<file path="config.mk">
export PLATFORM = sky130hd
export DESIGN_NAME = mpu_extern_packetizer
export DESIGN_NICKNAME = d
export VERILOG_FILES = /design/src/rtl/mpu_extern_packetizer.sv
export SDC_FILE = /design/constraint.sdc
export NUM_CORES = 1
export LEC_CHECK = 0
export CAP_MARGIN = 20
export CORE_MARGIN = 2
export CORE_UTILIZATION = 30
export DETAILED_ROUTE_END_ITERATION = 8
export PLACE_DENSITY = 0.53
export SETUP_SLACK_MARGIN = 0.05
export SYNTH_ARGS = -nofsm -noshare
export SYNTH_HDL_FRONTEND = slang
export SYNTH_SLANG_ARGS = --single-unit
</file>
<file path="constraint.sdc">
create_clock -name clock -period 11 [get_ports clock]
set_input_delay 2.2 -clock clock [delete_from_list [all_inputs] [get_ports clock]]
set_output_delay 2.2 -clock clock [all_outputs]
set_load 0.02 [all_outputs]
</file>
<file path="src/rtl/mpu_extern_packetizer.sv">
// Host-side packetizer for the MPU external data service: descriptor to header/payload word stream,
// with load returns buffered in a response FIFO. Optional load watchdog: MPU_EXTERN_PKT_TIMEOUT_EN.
package pkg_tpu;
  localparam int WIDTH_DATA = 32;
  typedef logic [WIDTH_DATA-1:0] data_t;
endpackage

module mpu_extern_packetizer
  import pkg_tpu::*;
#(
  parameter int    RESP_DEPTH     = 16,
  parameter data_t INIT_TOKEN     = '0,
  parameter int    TIMEOUT_CYCLES = 1024
) (
  input  logic  clock,
  input  logic  reset,
  input  logic  I_Cmd_Valid,
  output logic  O_Cmd_Ready,
  input  logic  I_Cmd_Dir,
  input  data_t I_Cmd_Stride,
  input  data_t I_Cmd_Length,
  input  data_t I_Cmd_Base,
  input  logic  I_Wr_Valid,
  output logic  O_Wr_Ready,
  input  data_t I_Wr_Data,
  output logic  O_Rd_Valid,
  input  logic  I_Rd_Ready,
  output data_t O_Rd_Data,
  output logic  O_Req,
  output data_t O_Data,
  input  logic  I_Req,
  input  data_t I_Data,
  output logic  O_Busy,
  output logic  O_Done,
  output logic  O_Error
);

  typedef enum logic [2:0] {
    IDLE, H_INIT, H_STRIDE, H_LEN, H_BASE, ST_DATA, LD_DATA, DONE
  } state_t;

  localparam int             PTR_W      = $clog2(RESP_DEPTH);
  localparam logic [PTR_W:0] FULL_COUNT = (PTR_W + 1)'(RESP_DEPTH);

  state_t                state, state_next;
  logic                  dir_q;
  logic [WIDTH_DATA-2:0] stride_q;
  data_t                 length_q, base_q, count_q;
  logic                  error_q;
  data_t                 resp_mem [RESP_DEPTH];
  logic [PTR_W-1:0]      wr_ptr, rd_ptr;
  logic [PTR_W:0]        occupancy;

  logic cmd_accept, wr_fire, rd_return, fifo_empty, fifo_full;
  logic push, pop, overflow, last_word, timeout_hit;

  // The stride MSB position carries the direction bit in the header word.
  logic stride_msb_unused;
  assign stride_msb_unused = I_Cmd_Stride[WIDTH_DATA-1];

  assign fifo_empty  = (occupancy == '0);
  assign fifo_full   = (occupancy == FULL_COUNT);
  assign O_Cmd_Ready = (state == IDLE) && fifo_empty;
  assign cmd_accept  = I_Cmd_Valid && O_Cmd_Ready;
  assign wr_fire     = (state == ST_DATA) && I_Wr_Valid;
  assign rd_return   = (state == LD_DATA) && I_Req;
  assign pop         = !fifo_empty && I_Rd_Ready;
  // A simultaneous pop frees the slot, so a push into a full FIFO still lands.
  assign push        = rd_return && (!fifo_full || pop);
  assign overflow    = rd_return && fifo_full && !pop;
  assign last_word   = (count_q == length_q);

  assign O_Rd_Valid  = !fifo_empty;
  assign O_Rd_Data   = fifo_empty ? '0 : resp_mem[rd_ptr];
  assign O_Busy      = (state != IDLE);
  assign O_Done      = (state == DONE);
  assign O_Error     = error_q;

`ifdef MPU_EXTERN_PKT_TIMEOUT_EN
  logic [31:0] idle_cnt;

  // Held at zero outside LD_DATA, so it starts cleared on every entry.
  always_ff @(posedge clock) begin
    if (reset || (state != LD_DATA) || I_Req) idle_cnt <= '0;
    else                                      idle_cnt <= idle_cnt + 32'd1;
  end

  assign timeout_hit = (state == LD_DATA) && !I_Req && (idle_cnt == 32'(TIMEOUT_CYCLES - 1));
`else
  localparam int TIMEOUT_UNUSED = TIMEOUT_CYCLES;
  assign timeout_hit = 1'b0;
`endif

  // NOTE: sequential state uses non-blocking assignments so every flop samples pre-edge values.
  always_ff @(posedge clock) begin
    if (reset) state <= IDLE;
    else       state <= state_next;
  end

  // NOTE: every output of this block gets a default first, so no path can infer a latch.
  always_comb begin
    state_next = state;
    O_Req      = 1'b0;
    O_Data     = '0;
    O_Wr_Ready = 1'b0;
    unique case (state)
      IDLE: if (cmd_accept) state_next = H_INIT;
      H_INIT: begin
        O_Req      = 1'b1;
        O_Data     = INIT_TOKEN;
        state_next = H_STRIDE;
      end
      H_STRIDE: begin
        O_Req      = 1'b1;
        O_Data     = {dir_q, stride_q};
        state_next = H_LEN;
      end
      H_LEN: begin
        O_Req      = 1'b1;
        O_Data     = length_q;
        state_next = H_BASE;
      end
      H_BASE: begin
        O_Req      = 1'b1;
        O_Data     = base_q;
        state_next = dir_q ? LD_DATA : ST_DATA;
      end
      ST_DATA: begin
        O_Wr_Ready = 1'b1;
        O_Req      = I_Wr_Valid;
        if (I_Wr_Valid) O_Data = I_Wr_Data;
        if (wr_fire && last_word) state_next = DONE;
      end
      LD_DATA: if ((rd_return && last_word) || timeout_hit) state_next = DONE;
      DONE:    state_next = IDLE;
      default: state_next = IDLE;
    endcase
  end

  always_ff @(posedge clock) begin
    if (reset) begin
      dir_q     <= 1'b0;
      stride_q  <= '0;
      length_q  <= '0;
      base_q    <= '0;
      count_q   <= '0;
      error_q   <= 1'b0;
      wr_ptr    <= '0;
      rd_ptr    <= '0;
      occupancy <= '0;
    end else begin
      if (cmd_accept) begin
        dir_q    <= I_Cmd_Dir;
        stride_q <= I_Cmd_Stride[WIDTH_DATA-2:0];
        length_q <= I_Cmd_Length;
        base_q   <= I_Cmd_Base;
        count_q  <= '0;
        error_q  <= 1'b0;
      end else begin
        // Dropped load words still count, so a transfer always ends after Length+1 returns.
        if (wr_fire || rd_return)    count_q <= count_q + data_t'(1);
        if (overflow || timeout_hit) error_q <= 1'b1;
      end
      if (push) wr_ptr <= wr_ptr + PTR_W'(1);
      if (pop)  rd_ptr <= rd_ptr + PTR_W'(1);
      unique case ({push, pop})
        2'b10:   occupancy <= occupancy + (PTR_W + 1)'(1);
        2'b01:   occupancy <= occupancy - (PTR_W + 1)'(1);
        default: occupancy <= occupancy;
      endcase
    end
  end

  // NOTE: the storage array has no reset; the pointers and occupancy define which entries are valid.
  always_ff @(posedge clock) begin
    if (push) resp_mem[wr_ptr] <= I_Data;
  end

endmodule

</file>
## Yosys cells after proc, flatten, opt, wreduce, memory -nomap -nowiden

Memory sizes are Yosys's and may differ from the RTL's. A register that Yosys moved wholly into a read port is not among the register bits.
Index checks and enable logic that the tools add are counted.

| operators by class | value |
|---|---|
| add/sub/neg operators | 5 |
| equal/unequal tests | 14 |
| muxes and demuxes | 15 |
| reductions and logical operators | 22 |

Operator list:

| kind | number |
|---|---|
| one-hot mux 32 bit (4 select lines) | 1 |
| two-way mux 32 bit | 2 |
| adder 32 x 1 -> 32 bit, second input constant | 1 |
| == test 32 bit | 1 |
| one-hot mux 3 bit (8 select lines) | 1 |
| == test 3 bit, second input constant | 4 |
| logical AND 1 bit | 10 |
| one-hot mux 5 bit (2 select lines) | 1 |
| two-way mux 3 bit | 3 |
| adder 4 x 1 -> 4 bit, second input constant | 2 |
| two-way mux 4 bit | 2 |
| == test 3 x 2 -> 1 bit, second input constant | 2 |
| adder 5 x 1 -> 5 bit, second input constant | 1 |
| == test 5 bit, second input constant | 1 |
| zero test 5 bit | 1 |
| subtractor 5 x 1 -> 5 bit, second input constant | 1 |
| inequality test 2 x 1 -> 1 bit, second input constant | 2 |
| OR reduction 4 bit | 1 |
| == test 3 x 1 -> 1 bit, second input constant | 1 |
| zero test 1 bit | 3 |
| zero test 3 bit | 1 |
| two-way mux 1 bit | 3 |
| AND reduction 3 bit | 1 |
| nonzero test 3 bit | 1 |
| 8 further kinds | 9 |

| storage, ports and cells | value |
|---|---|
| register bits | 145 |
| bits in writable memories | 512 |
| output and inout port bits | 71 |
| logic and storage cells | 67 |
| memories | 1 |

Memories:

| memory | depth | bits a word | read ports | clocked after memory_dff | wr ports | line | text |
|---|---|---|---|---|---|---|---|
| resp_mem | 16 | 32 | 1 | 1 | 1 | 50 | `data_t resp_mem [RESP_DEPTH];` |

## Depth between registers and ports, before layout

| logic depth | value |
|---|---|
| depth in word-level cells | 7 |
| gate-level depth with buffers | 10 |

## Least setup slack after synthesis

No wires, ideal clock.

| timing path | value |
|---|---|
| path type | input -> register |
| start | in I_Req |
| end | mem resp_mem[3][0] in the netlist's numbering, enable pin |
| arrival time | 5167 ps |
| required time | 10539 ps |
| setup slack | 5372 ps |
| cell stages on the path | 5 |
| cell sequence | nand4b_1 a31oi_1 clkbuf_1 nand2_1 nor3_1 |

| on the way | value |
|---|---|
| longest elaborated chain between the ends | 4 |

RTL lines:

| element | line | text |
|---|---|---|
| from (decl) | 31 | `input logic I_Req,` |
| logical AND 1 bit | 66 | `assign rd_return = (state == LD_DATA) && I_Req;` |
| logical AND 1 bit | 69 | `assign push = rd_return && (!fifo_full \|\| pop);` |
| two-way mux 1 bit | 176 | `if (push) resp_mem[wr_ptr] <= I_Data;` |
| two-way mux 1 bit (not written as such) | 176 |  |
| to (decl) | 50 |  |

Every way passes these cells.

==> flow_summary_export.csv <==
group,metric,value,unit
status,outcome,"complete, no violations",
setup_path,reg2reg_slack,7.64,ns
setup_path,cp.arrival,4.49,ns
run,cap_violations,0,
sta,worstMarginPinSlew,1.105,ns
routing,wl,71620,µm
global_route,grt_overflow,0,
sta,slew_headroom,26.35,%
setup_path,crit_type,"flip-flop to output port",
power_and_ir_drop,power_density,226.1,nW/µm²
sta,setup_tns,0,ns
placement,dp_hpwl,42620,µm
sta,finClkSkew,0.04289,ns
sta,hold_viol,0,
setup_path,cp-end-kind,"output port",
sta,setup_viol,0,
layout,utilization,37.33,%
clock_tree,path_clk_slew,0.06,ns
clock_tree,cts_max_level,3,
floorplan,die_w,301.3,µm
floorplan,initial_core_util,30.14,%
yosys,synth-async-reset-ratio,0,%
floorplan,fp.coreArea,87970,µm²
global_route,grt_usage,15.55,%
power_and_ir_drop,power_leakage,10.13,nW
yosys,synth_top_family_by_area,"multiplexers",
yosys,synth.mux.area_fraction,14.84,%
routing,drt_iter0_drc,1131,
routing,viasPerCell,4.894,
setup_path,critPathMaxFanout,57,
yosys,ys_ff_latch,661,
yosys,synthFlopType,"edfxtp_1",
worst_hold_path,min-delay-start,"stride_q[10]",
worst_hold_path,hold_class,"flip-flop to flip-flop",
clock_tree,cts_tree,"yes",
global_route,grt_pass1_vias,15620,
layout,area_growth,23.87,%
layout,drive_gt1_share,17.34,%
setup_path,rr_worst_depth,6,
worst_hold_path,whs_path_depth,2,
routing,drt-pass1-iter-count,5,
yosys,syn_nets,1827,
setup_path,cp_cell_sequence,"buf_4, buf_4, mux4_2, mux4_2, and2_1, clkdlybuf4s50_1",
setup_path,timing.rr.start,"state[2]",
setup_path,worst-path-buf-inv,3,
global_route,grt_first_pass_wirelength,104200,µm
layout,nets,2067,
setup_path,reg2reg_to,"resp_mem[1][2]",
clock_tree,clock_sinks,661,
routing,post_drt_wl_per_cell,22.99,µm
setup_path,crit_path_start_kind,"flip-flop",
power_and_ir_drop,peakVddDrop,183.2,µV
floorplan,die_h,301.3,µm
placement,io_buffers,236,
yosys,synthXorXnorAreaFrac,2.379,%
worst_hold_path,min_to,"stride_q[10]",
yosys,synth-seq-area-share,69.25,%
setup_path,cpLargestDelayFamily,"buffers and inverters",
clock_tree,worst_skew_pair.late_latency,0.64,ns
yosys,synth_cells,1652,
clock_tree,cts_buffers,74,
sta,period_minus_slack,6.692,ns
clock_tree,postCtsHoldBufs,0,
floorplan,rows,109,
routing,vias,15250,
routing,ant_nets,0,
yosys,synthSimpleGateAreaFrac,7.372,%
yosys,syn_avg_cell_area,16.05,µm²
setup_path,crit_slowest_cell,"buf_4",
yosys,ys.warnings.count,0,
setup_path,cp.required,8.80,ns
setup_path,cp_slowest_stage_delay,0.82,ns
clock_tree,cts_root_buf,"clkbuf_16",
yosys,synth-edff-count,512,
clock_tree,cts.path.max_buffers,3,
clock_tree,post_cts_buffers,0,
sta,period_share,60.84,%
clock_tree,cts_resized,0,
sta,fmax,0.1494,GHz
global_route,antenna_found_initial,4,
sta,rsz0062_at_grt,"false",
floorplan,dieArea,90760,µm²
yosys,synthDistinctLibCells,45,
routing,drcViolationCount,0,
global_route,grt_max_degree,98,
yosys,syn_area,26510,µm²
placement,gp_congestion,0.8888,
yosys,synthAdderAreaFrac,0.3776,%
sta,maxSlewViolCount,0,
yosys,synth-compound-area-share,3.729,%
floorplan,ios,238,
cells in the final DEF, fill, tap and decap left out, drive strengths merged, types with 2 or more instances in the layout:
cell           count
a21o               4
xor2              16
a21oi            106
ha                 8
mux2i             33
nand2            217
edfxtp           512
nor4              11
nor2              99
xnor2             56
and2              37
bufinv            12
o211ai             2
a31oi              2
dfxtp            149
o21ai              5
buf               34
nand2b             4
clkinvlp           2
nor3b              2
and4               6
clkdlybuf4s50    235
and3               4
nand3             20
nand3b             2
or3                3
a221o             32
nand4             16
clkinv            31
inv               21
clkbuf            83
mux4             160
nor3              15
how the worst max path moves through the flow:
stage               cells past startpoint  startpoint  slack (ns)             end
global placement                        5  I_Wr_Valid        4.61      O_Data[12]
floorplan                               5       I_Req        5.37  resp_mem[3][0]
CTS                                     6   flip-flop        4.19   O_Rd_Data[30]
global route                            6   flip-flop        4.13   O_Rd_Data[17]
finish                                  6   flip-flop        4.31   O_Rd_Data[17]
detailed placement                      5  I_Wr_Valid        4.60      O_Data[12]
through the flow:
stage / worst slack [ns] / hold slack (ns) / instances / cell area [µm²] / power [mW]
2_1_floorplan: 5.372 / 0.4312 / 1652 / 26510 / 4.230
3_3_place_gp: 4.612 / 0.4378 / 2981 / 30240 / 4.910
3_5_place_dp: 4.600 / 0.4470 / 2981 / 30240 / 4.924
4_1_cts: 4.191 / 0.4554 / 3114 / 32840 / 7.553
5_1_grt: 4.129 / 0.4727 / 3114 / 32840 / 7.768
6_report: 4.308 / 0.4526 / 3115 / 32840 / 7.426
cells in the mapped netlist (2+ instances only):
master | n | area (µm²)
edfxtp_1 | 512 | 15370
nand2_1 | 217 | 814.5
mux4_2 | 160 | 3603
dfxtp_1 | 149 | 2983
a21oi_1 | 106 | 530.5
nor2_1 | 98 | 367.9
clkbuf_1 | 62 | 232.7
xnor2_1 | 56 | 490.5
and2_1 | 37 | 231.5
mux2i_1 | 33 | 330.3
a221o_1 | 32 | 320.3
buf_2 | 30 | 150.1
nand3_1 | 20 | 100.1
inv_1 | 16 | 60.06
nand4_1 | 16 | 100.1
xor2_1 | 16 | 140.1
nor3_1 | 15 | 75.07
nor4_1 | 11 | 68.82
ha_1 | 8 | 100.1
and4_1 | 6 | 52.55
buf_6 | 5 | 56.30
a21o_1 | 4 | 30.03
and3_1 | 4 | 25.02
buf_4 | 4 | 30.03
nand2b_1 | 4 | 25.02
o21ai_0 | 4 | 20.02
buf_1 | 3 | 11.26
or3_1 | 3 | 18.77
a31oi_1 | 2 | 12.51
nand3b_1 | 2 | 15.01
nor3b_1 | 2 | 15.01
o211ai_1 | 2 | 15.01
report_power, final:
group | switching, mW | leakage (nW) | internal, mW
logic | 0.988 | 3.05 | 0.868
registers | 0.163 | 5.81 | 2.80
clock network | 1.04 | 1.27 | 1.56
worst register-to-register path, cell delays in order, from the launching register on:
cell      delay, ns
dfxtp_1        0.68
nand4b_1       0.20
a31oi_1        0.19
buf_4          0.22
nand2_1        0.25
nor3_2         0.79
buf_4          0.63
flip-flops by register name, summed over array words and instances, names as in the netlist, named ones only:
register,flops
wr_ptr,4
occupancy,5
rd_ptr,4
dir_q,1
resp_mem,512
base_q,32
O_Error,1
stride_q,31
length_q,32
state,3
count_q,32
routing by layer:
layer | routed length (µm) | share of wire, % | global-route usage (%) | vias to the layer above
li1 | - | - | - | 6808
met1 | 29690 | 41 | 19.61 | 7880
met2 | 35880 | 50 | 26.71 | 435
met3 | 4170 | 5.8 | 3.400 | 114
met4 | 1829 | 2.6 | 4.596 | 8
met5 | 52 | 0.073 | 0 | -
area by class of cell:
type	count	area, µm²
well taps	1165	1458
inverters	16	60.06
flip-flops and latches	661	18370
fillers	8255	55130
multi-input cells	870	7731
repair buffers	269	2620
diodes	1	2.502
clock buffers	83	1927
clock inverters	50	670.6
cells by family (layout without fill, tap and decap cells):
family,count (synthesis),count (layout)
and+or+nand+nor,440,440
AOI/OAI and AO/OA,157,157
other,0,1
adders and majority gates,8,8
DFF,661,661
xor gates and xnor gates,72,72
muxes,193,193
buffers and inverters,121,418
Power figures use the tool's default switching activity.
